==> src/rtl/sa_pkg.sv <==
// sa_pkg: shared state encoding, default geometry and lane offset helper for the row feeder
//   Types: state_t (IDLE/FETCH/WAIT/STREAM/DONE)
//   Defaults: DW_DEF, ADDR_DW_DEF, ROWS_DEF, K_LEN_DEF
//   Helper: lane_off(r, dw) gives the LSB of lane r in the packed west-edge bus
package sa_pkg;

    localparam int DW_DEF      = 8;
    localparam int ADDR_DW_DEF = 4;
    localparam int ROWS_DEF    = 4;
    localparam int K_LEN_DEF   = 4;

    typedef enum logic [2:0] {
        IDLE,
        FETCH,
        WAIT,
        STREAM,
        DONE
    } state_t;

    function automatic int lane_off(input int r, input int dw);
        return r * dw;
    endfunction

endpackage

==> src/rtl/sa_row_feeder_skew_lane.sv <==
// skew_lane: one row of the tile buffer; presents element (t - R) of its row, or zero outside the window
//   clk, rst        clock, asynchronous active-high reset (clears the row)
//   wr_en, wr_col   capture strobe and column for wr_data
//   wr_data         operand from the RAM read port
//   t               current stream beat
//   lane_data       skewed element for this row, zero-padded
module skew_lane #(
    parameter int DW    = 8,
    parameter int K_LEN = 4,
    parameter int R     = 0,
    parameter int TW    = 3,
    parameter int CW    = 2
) (
    input  logic          clk,
    input  logic          rst,
    input  logic          wr_en,
    input  logic [CW-1:0] wr_col,
    input  logic [DW-1:0] wr_data,
    input  logic [TW-1:0] t,
    output logic [DW-1:0] lane_data
);

    logic [DW-1:0] row_q [K_LEN];

    always_ff @(posedge clk or posedge rst) begin
        if (rst) begin
            for (int c = 0; c < K_LEN; c++) row_q[c] <= '0;
        end else if (wr_en) begin
            row_q[wr_col] <= wr_data;
        end
    end

    // Row R lags the array edge by R beats, so column c appears at beat c + R.
    always_comb begin
        lane_data = '0;
        for (int c = 0; c < K_LEN; c++)
            if (int'(t) == c + R) lane_data = row_q[c];
    end

endmodule

==> src/rtl/sa_row_feeder.sv <==
// sa_row_feeder: fetches a ROWS x K_LEN tile from the operand RAM and streams it skewed into the systolic array
//   clk, rst            clock, asynchronous active-high reset
//   start, base_addr    tile request and address of element (0,0)
//   mem_init            RAM initialising; kills an in-flight fetch
//   ram_dout            RAM read data (one cycle after the registered issue)
//   ram_ren, ram_addr   registered RAM read port
//   busy, done, abort   request status
//   sa_valid, sa_data   west-edge stream, lane r at [r*DW +: DW]
module sa_row_feeder
    import sa_pkg::*;
#(
    parameter int DW      = DW_DEF,
    parameter int ADDR_DW = ADDR_DW_DEF,
    parameter int ROWS    = ROWS_DEF,
    parameter int K_LEN   = K_LEN_DEF
) (
    input  logic                 clk,
    input  logic                 rst,
    input  logic                 start,
    input  logic [ADDR_DW-1:0]   base_addr,
    input  logic                 mem_init,
    input  logic [DW-1:0]        ram_dout,
    output logic                 ram_ren,
    output logic [ADDR_DW-1:0]   ram_addr,
    output logic                 busy,
    output logic                 done,
    output logic                 abort,
    output logic                 sa_valid,
    output logic [ROWS*DW-1:0]   sa_data
);

    localparam int N  = ROWS * K_LEN;
    localparam int T  = K_LEN + ROWS - 1;
    localparam int TW = $clog2(T + 1);
    localparam int CW = K_LEN > 1 ? $clog2(K_LEN) : 1;
    localparam logic [ADDR_DW-1:0] LAST  = ADDR_DW'(N - 1);
    localparam logic [TW-1:0]      TLAST = TW'(T - 1);

    state_t               state;
    logic [ADDR_DW-1:0]   base_q;
    logic [ADDR_DW-1:0]   cnt;
    logic                 p1_v, p2_v;
    logic [ADDR_DW-1:0]   p1_i, p2_i;
    logic [TW-1:0]        t;
    logic [ADDR_DW-1:0]   wr_row;
    logic [CW-1:0]        wr_col;
    logic [ROWS*DW-1:0]   lanes;

    // Stage 2 of the issue pipeline lines up with the RAM's data for that index.
    assign wr_row = ADDR_DW'(p2_i / K_LEN);
    assign wr_col = CW'(p2_i % K_LEN);

    for (genvar r = 0; r < ROWS; r++) begin : g_lane
        skew_lane #(
            .DW(DW),
            .K_LEN(K_LEN),
            .R(r),
            .TW(TW),
            .CW(CW)
        ) u_lane (
            .clk(clk),
            .rst(rst),
            .wr_en(p2_v && wr_row == ADDR_DW'(r)),
            .wr_col(wr_col),
            .wr_data(ram_dout),
            .t(t),
            .lane_data(lanes[lane_off(r, DW) +: DW])
        );
    end

    always_ff @(posedge clk or posedge rst) begin
        if (rst) begin
            state    <= IDLE;
            base_q   <= '0;
            cnt      <= '0;
            p1_v     <= 1'b0;
            p1_i     <= '0;
            p2_v     <= 1'b0;
            p2_i     <= '0;
            t        <= '0;
            ram_ren  <= 1'b0;
            ram_addr <= '0;
            busy     <= 1'b0;
            done     <= 1'b0;
            abort    <= 1'b0;
            sa_valid <= 1'b0;
            sa_data  <= '0;
        end else begin
            done  <= 1'b0;
            abort <= 1'b0;
            p1_v  <= 1'b0;
            p2_v  <= p1_v;
            p2_i  <= p1_i;
            case (state)
                IDLE: begin
                    if (start && !mem_init) begin
                        base_q <= base_addr;
                        cnt    <= '0;
                        busy   <= 1'b1;
                        state  <= FETCH;
                    end
                end
                FETCH: begin
                    if (mem_init) begin
                        ram_ren <= 1'b0;
                        p2_v    <= 1'b0;
                        abort   <= 1'b1;
                        busy    <= 1'b0;
                        state   <= IDLE;
                    end else begin
                        ram_ren  <= 1'b1;
                        ram_addr <= base_q + cnt;
                        p1_v     <= 1'b1;
                        p1_i     <= cnt;
                        cnt      <= cnt + 1'b1;
                        if (cnt == LAST) state <= WAIT;
                    end
                end
                WAIT: begin
                    ram_ren <= 1'b0;
                    if (mem_init) begin
                        p2_v  <= 1'b0;
                        abort <= 1'b1;
                        busy  <= 1'b0;
                        state <= IDLE;
                    end else if (p2_v && p2_i == LAST) begin
                        t     <= '0;
                        state <= STREAM;
                    end
                end
                STREAM: begin
                    sa_valid <= 1'b1;
                    sa_data  <= lanes;
                    t        <= t + 1'b1;
                    if (t == TLAST) state <= DONE;
                end
                DONE: begin
                    sa_valid <= 1'b0;
                    sa_data  <= '0;
                    done     <= 1'b1;
                    busy     <= 1'b0;
                    state    <= IDLE;
                end
                default: state <= IDLE;
            endcase
        end
    end

endmodule

==> config.mk <==
export PLATFORM = sky130hd
export DESIGN_NAME = sa_row_feeder
export DESIGN_NICKNAME = d
export VERILOG_FILES = /design/src/rtl/sa_pkg.sv /design/src/rtl/sa_row_feeder_skew_lane.sv /design/src/rtl/sa_row_feeder.sv
export SDC_FILE = /design/constraint.sdc
export NUM_CORES = 1
export LEC_CHECK = 0
export ABC_AREA = 1
export CORE_ASPECT_RATIO = 0.8
export CORE_MARGIN = 3
export CORE_UTILIZATION = 55
export CTS_CLUSTER_DIAMETER = 60
export DETAILED_ROUTE_END_ITERATION = 6
export GPL_ROUTABILITY_DRIVEN = 0
export PLACE_DENSITY = 0.75
export SETUP_SLACK_MARGIN = 0.05
export SYNTH_ARGS = -nofsm -noshare
export SYNTH_HDL_FRONTEND = slang
export SYNTH_SLANG_ARGS = --single-unit
==> constraint.sdc <==
create_clock -name clk -period 9.4 [get_ports clk]
set_input_delay 1.88 -clock clk [delete_from_list [all_inputs] [get_ports clk]]
set_output_delay 1.88 -clock clk [all_outputs]
set_load 0.02 [all_outputs]
* Word level (Yosys, flattened, before mapping)
Cells that the tools add are included.
** Word-level totals
- Bits in registers :: 193
- Latch bits :: 0
- Bits in writable memories :: 0
- Bits in read-only memories :: 0
- Input port bits :: 16
- Output and inout port bits :: 41
- Logic and storage cells :: 133
- Memories :: 0
** Operators by class
- Add/subtract/negate cells :: 3
- Multiply operators :: 0
- Div/mod/pow operators :: 0
- Magnitude comparators :: 2
- Equal/unequal tests :: 24
- Shifts and indexed selects :: 0
- Multiplexer cells :: 48
- Bitwise gates (word level) :: 2
- Reductions and logical operators :: 23
** Operator list (number)
- $mux W8 :: 17
- $bwmux W32 :: 4
- $pmux W32 S2 :: 1
- $mux W3 :: 8
- $eq A3 B3 Y1 const B :: 6
- $demux W8 S2 :: 1
- $eq A3 B2 Y1 const B :: 4
- $pmux W3 S4 :: 1
- $ne A2 B2 Y1 const B :: 5
- $mux W1 :: 9
- $reduce_and A3 Y1 :: 3
- $eq A4 B4 Y1 const B :: 2
- $mux W4 :: 2
- $pmux W4 S2 :: 1
- $reduce_bool A2 Y1 :: 4
- $logic_and A1 B1 Y1 :: 7
- $logic_not A3 Y1 :: 2
- $ne A3 B3 Y1 const B :: 2
- $pmux W3 S2 :: 1
- $add A4 B1 Y4 const B :: 1
- $add A4 B4 Y4 :: 1
- $eq A2 B2 Y1 const B :: 2
- $logic_not A4 Y1 :: 1
- $pmux W1 S2 :: 2
- 14 further kinds :: 15

* Longest topological paths before layout
- Depth after elaboration :: 6
- Gate-level depth with buffers :: 13
- Depth with buffers taken out :: 10

* By module
From an unflattened synthesis, not the netlist that was laid out.
** Second synthesis, totals
- Cells, all modules :: 982
- Area total of the unflattened synthesis :: 8976.1 um^2
** Modules (own cells, without submodules)
- sa_row_feeder :: instances 1, cells each 319, area each 2810.2 um^2, seq. area each 1626.6 um^2
- skew_lane at g_lane[1].u_lane :: instances 1, cells each 166, area each 1549.0 um^2, seq. area each 800.8 um^2
- skew_lane at g_lane[2].u_lane :: instances 1, cells each 166, area each 1546.5 um^2, seq. area each 800.8 um^2
- skew_lane at g_lane[3].u_lane :: instances 1, cells each 166, area each 1541.5 um^2, seq. area each 800.8 um^2
- skew_lane at g_lane[0].u_lane :: instances 1, cells each 165, area each 1529.0 um^2, seq. area each 800.8 um^2

* Worst setup path before layout
Ideal clock, no wire load.
- Kind :: input-to-reg
- Start point :: in mem_init
- End point :: reg cnt[1]
- Library setup time :: 0.083 ns
- Data arrival time :: 2.481 ns
- Data required time :: 9.317 ns
- Path slack :: 6.836 ns
- Stages :: 5
- Buffers on the path :: 0
- Cell sequence :: inv_1 nand4_1 nand2_1 nand3_1 o21ai_0
** On the way
- Longest elaborated chain between the ends :: 4
- Elaborated cells on any way between the ends :: 5
- Classes of those cells :: eq/ne: 2; reduce/logical: 3
** Ends and longest elaborated chain
- start: declaration :: line sa_row_feeder.sv:21 : input logic mem_init,
- $logic_not A1 Y1 :: line sa_row_feeder.sv:96 : if (start && !mem_init) begin
- $logic_and A1 B1 Y1 :: line sa_row_feeder.sv:96
- $ne A2 B2 Y1 (no line)
- $reduce_and A3 Y1 (no line) *
- end signal: assignment :: line sa_row_feeder.sv:115 : cnt <= cnt + 1'b1;
- end: declaration :: line sa_row_feeder.sv:41 : logic [ADDR_DW-1:0] cnt;
Every way passes the cells marked *; elsewhere a longest branch is shown, timed or not.
A chain may end at the register's enable or synchronous reset.

==> flow_summary.json <==
{
  "signed_area_change_from_the_synthesized_netlist_to_the_final_layout_pct": 13.58,
  "worst_ir_drop_vdd_mv": 0.1987,
  "min-delay-path-class": "flip-flop to flip-flop",
  "first_pass_drt_iterations": 5,
  "ctsHoldBuffers": 0,
  "hpwl_um": 12590,
  "synth_area_leader_cell": "dfrtp_1",
  "critical-path-slowest-cell": "buf_4",
  "start_kind": "primary input",
  "cts_tree": "yes",
  "cts.clk_slew.worst_paths_ns": 0.06,
  "start_util_pct": 57.11,
  "wl_per_cell_um": 14.71,
  "final-seq-area_um2": 4830,
  "ys_top_cells_by_count": "nand2_1 (438), dfrtp_1 (193), o21ai_0 (152)",
  "gr-total-overflow": 0,
  "globalRouteMet2Util_pct": 35.77,
  "synth-seq-cells": 193,
  "tritoncts_buffers": 17,
  "synth-warning-count": 0,
  "drive_above_1_share_pct": 3.752,
  "layout.filler_cells": 1335,
  "max_cap_violations": 0,
  "clock_latency_ns": 0.43,
  "setup-tns-final_ns": 0,
  "grt_setup_unrepaired": "no",
  "wirelength_um": 19950,
  "edff_count_synth": 0,
  "post-cts-setup-buffer-count": 0,
  "die-area_um2": 17460,
  "synth_most_common_cell": "nand2_1",
  "timing_worst_setup_path_type": "primary input to async pin",
  "ys_top_cells_by_area": "dfrtp_1 (55%), nand2_1 (19%), o21ai_0 (8.7%), inv_1 (4.4%), nand3_1 (2.7%)",
  "clock_sink_count": 193,
  "cts.htree.levels": 4,
  "globalRouteMet3Util_pct": 4.638,
  "die_x_um": 147.0,
  "numPortBuffers": 56,
  "route.detailed.vias_per_inst": 5.169,
  "grt_pass1_vias": 6636,
  "area_share_of_the_largest_cell_type_after_synthesis_pct": 55.22,
  "holdWs_ns": 0.3823,
  "status": "complete, no violations",
  "cellLeakagePower_uw": 0.005282,
  "synth-async-reset-ratio_pct": 100.0,
  "worstMarginPinSlew_ns": 1.031,
  "timing.slew.headroom_pct": 31.26,
  "syn-mean-instance-area_um2": 7.908,
  "grt.busiest_layer": "met1",
  "ctsRootBufferMaster": "clkbuf_16",
  "ys_dominant_reg_cell": "dfrtp_1",
  "antenna_violations_before_repair": 0,
  "synth-seq-area-share_pct": 55.22,
  "global_routing_usage_on_met1_pct": 36.24,
  "detailedRoute.firstIterationViolations": 579,
  "core_region_area_um2": 15310,
  "via_count": 7009,
  "drtAntennaViolNets": 0,
  "detailedPlace.worstSlack_ns": 5.321,
  "fin_skew_ns": 0.005143,
  "final_net_count": 1160,
  "floorplan.rows": 40,
  "worst_path_cell_trace": "clkdlybuf4s50_1, inv_8, buf_4",
  "detail_route.drc_violations": 0,
  "final.period_utilization_pct": 37.12,
  "worst-endpoint-required_ns": 9.81,
  "synthesized_instance_count": 1106,
  "layout_min_cycle_time_ns": 3.489,
  "crit_path_end_kind": "async pin",
  "mapped_cell_area_um2": 8746,
  "clock_path_buffers": 2,
  "finalMaxSlewViolations": 0,
  "timing.critical_path.arrival_ns": 3.89,
  "worst_slack_ns": 5.911,
  "number_of_gates_resized_after_cts": 0,
  "largest_fanout_on_the_critical_path": 109,
  "max_stage_delay_ns": 0.93,
  "power_per_cell_area_nw_per_um2": 304.4,
  "final_setup_violating_endpoints": 0,
  "grt_pass1_wl_um": 33560,
  "grt_start_max_net_pins": 110,
  "grt_usage_pct": 24.19,
  "ant_cells": 0,
  "synth_fp_nets": 1132,
  "synth.distinct_cells": 26,
  "design.portCount": 57,
  "multi_input_gate_area_in_the_final_layout_um2": 3306,
  "die_height_um": 118.8,
  "finalHoldViolations": 0,
  "achievable-frequency_ghz": 0.2866
}
-- final cells by class --
| type | instances | area share, % |
|---|---|---|
| clock buffers | 26 | 4.925 |
| clock inverters | 5 | 0.5416 |
| inverters | 107 | 4.119 |
| multi-input cells | 756 | 33.28 |
| flip-flops and latches | 193 | 48.62 |
| well taps | 210 | 2.645 |
| repair buffers | 59 | 5.870 |
-- state kept, by name, indices dropped and copies added (netlist names) --
register	count
abort	1
base_q	4
busy	1
cnt	4
done	1
g_lane.u_lane.row_q	128
p1_i	4
p1_v	1
p2_i	4
p2_v	1
ram_addr	4
ram_ren	1
sa_data	32
sa_valid	1
state	3
t	3
-- stage by stage --
step / std cells / power (uW) / utilization (%) / cell area [um2]
floorplan: 1106 / 1986 / - / 8746
global placement: 1325 / 2313 / 61.32 / 9390
detailed placement: 1325 / 2344 / 61.32 / 9390
CTS: 1356 / 3032 / 64.86 / 9933
global route: 1356 / 3264 / 64.86 / 9933
finish: 1356 / 3023 / 64.86 / 9933
-- where the power goes --
part | internal [uW] | switching, uW
clock | 384 | 299
combinational | 414 | 724
sequential | 1070 | 134
-- final timing paths --
| path | to | start | cells after the start | slack, ns |
|---|---|---|---|---|
| worst max-delay path | g_lane[3].u_lane.row_q[21]$_DFFE_PP0P_ | rst | 3 | 5.91 |
| worst min-delay path | p2_i[2]$_DFF_PP0_ | p1_i[2]$_DFFE_PP0P_ | 0 | 0.38 |
| worst max register to register | sa_data[16]$_DFFE_PP0P_ | t[2]$_DFFE_PP0P_ | 10 | 6.58 |
| worst min register to register | p2_i[2]$_DFF_PP0_ | p1_i[2]$_DFFE_PP0P_ | 0 | 0.38 |
| max in group clk | ram_addr[0] | ram_addr[0]$_DFFE_PP0P_ | 1 | 6.06 |
| min in group asynchronous | g_lane[1].u_lane.row_q[2]$_DFFE_PP0P_ | rst | 2 | 1.97 |
-- worst max-delay path, delay by kind of cell --
family | cells | cell delay [ns]
buf+inv | 3 | 1.95
-- layer usage --
metal  share of wire, %  routed length (um)
met5                  0                   0
met3                5.6                1108
met2                 43                8671
met1                 49                9831
met4                1.7                 337
-- layout by cell type (no fill, tap or decap), types with 2 or more instances in the layout --
| cell type | Yosys | layout |
|---|---|---|
| inv_1 | 102 | 100 |
| nand2_2 | 2 | 2 |
| clkdlybuf4s50_1 | 0 | 56 |
| clkbuf_1 | 32 | 6 |
| o21bai_1 | 8 | 8 |
| clkbuf_16 | 0 | 17 |
| nor2_1 | 62 | 62 |
| clkinv_2 | 0 | 3 |
| o21ai_1 | 2 | 2 |
| a21oi_1 | 19 | 19 |
| o21ai_0 | 152 | 152 |
| xor2_1 | 3 | 3 |
| inv_2 | 5 | 5 |
| nor3_2 | 3 | 3 |
| buf_4 | 0 | 3 |
| nand3_1 | 47 | 47 |
| nor2_2 | 3 | 3 |
| ha_1 | 9 | 9 |
| nand2_1 | 438 | 438 |
| clkbuf_8 | 0 | 3 |
| nand4_1 | 2 | 2 |
| dfrtp_1 | 193 | 193 |
-- kinds of logic after synthesis --
family	count (synthesis)	share of synthesized area [%]
simple gates	559	25.12
flops	193	55.22
compound gates	183	10.76
buf+inv	157	6.981
fa+ha+maj	10	1.516
xor+xnor	4	0.4006
(Power assumes the default switching activity.)
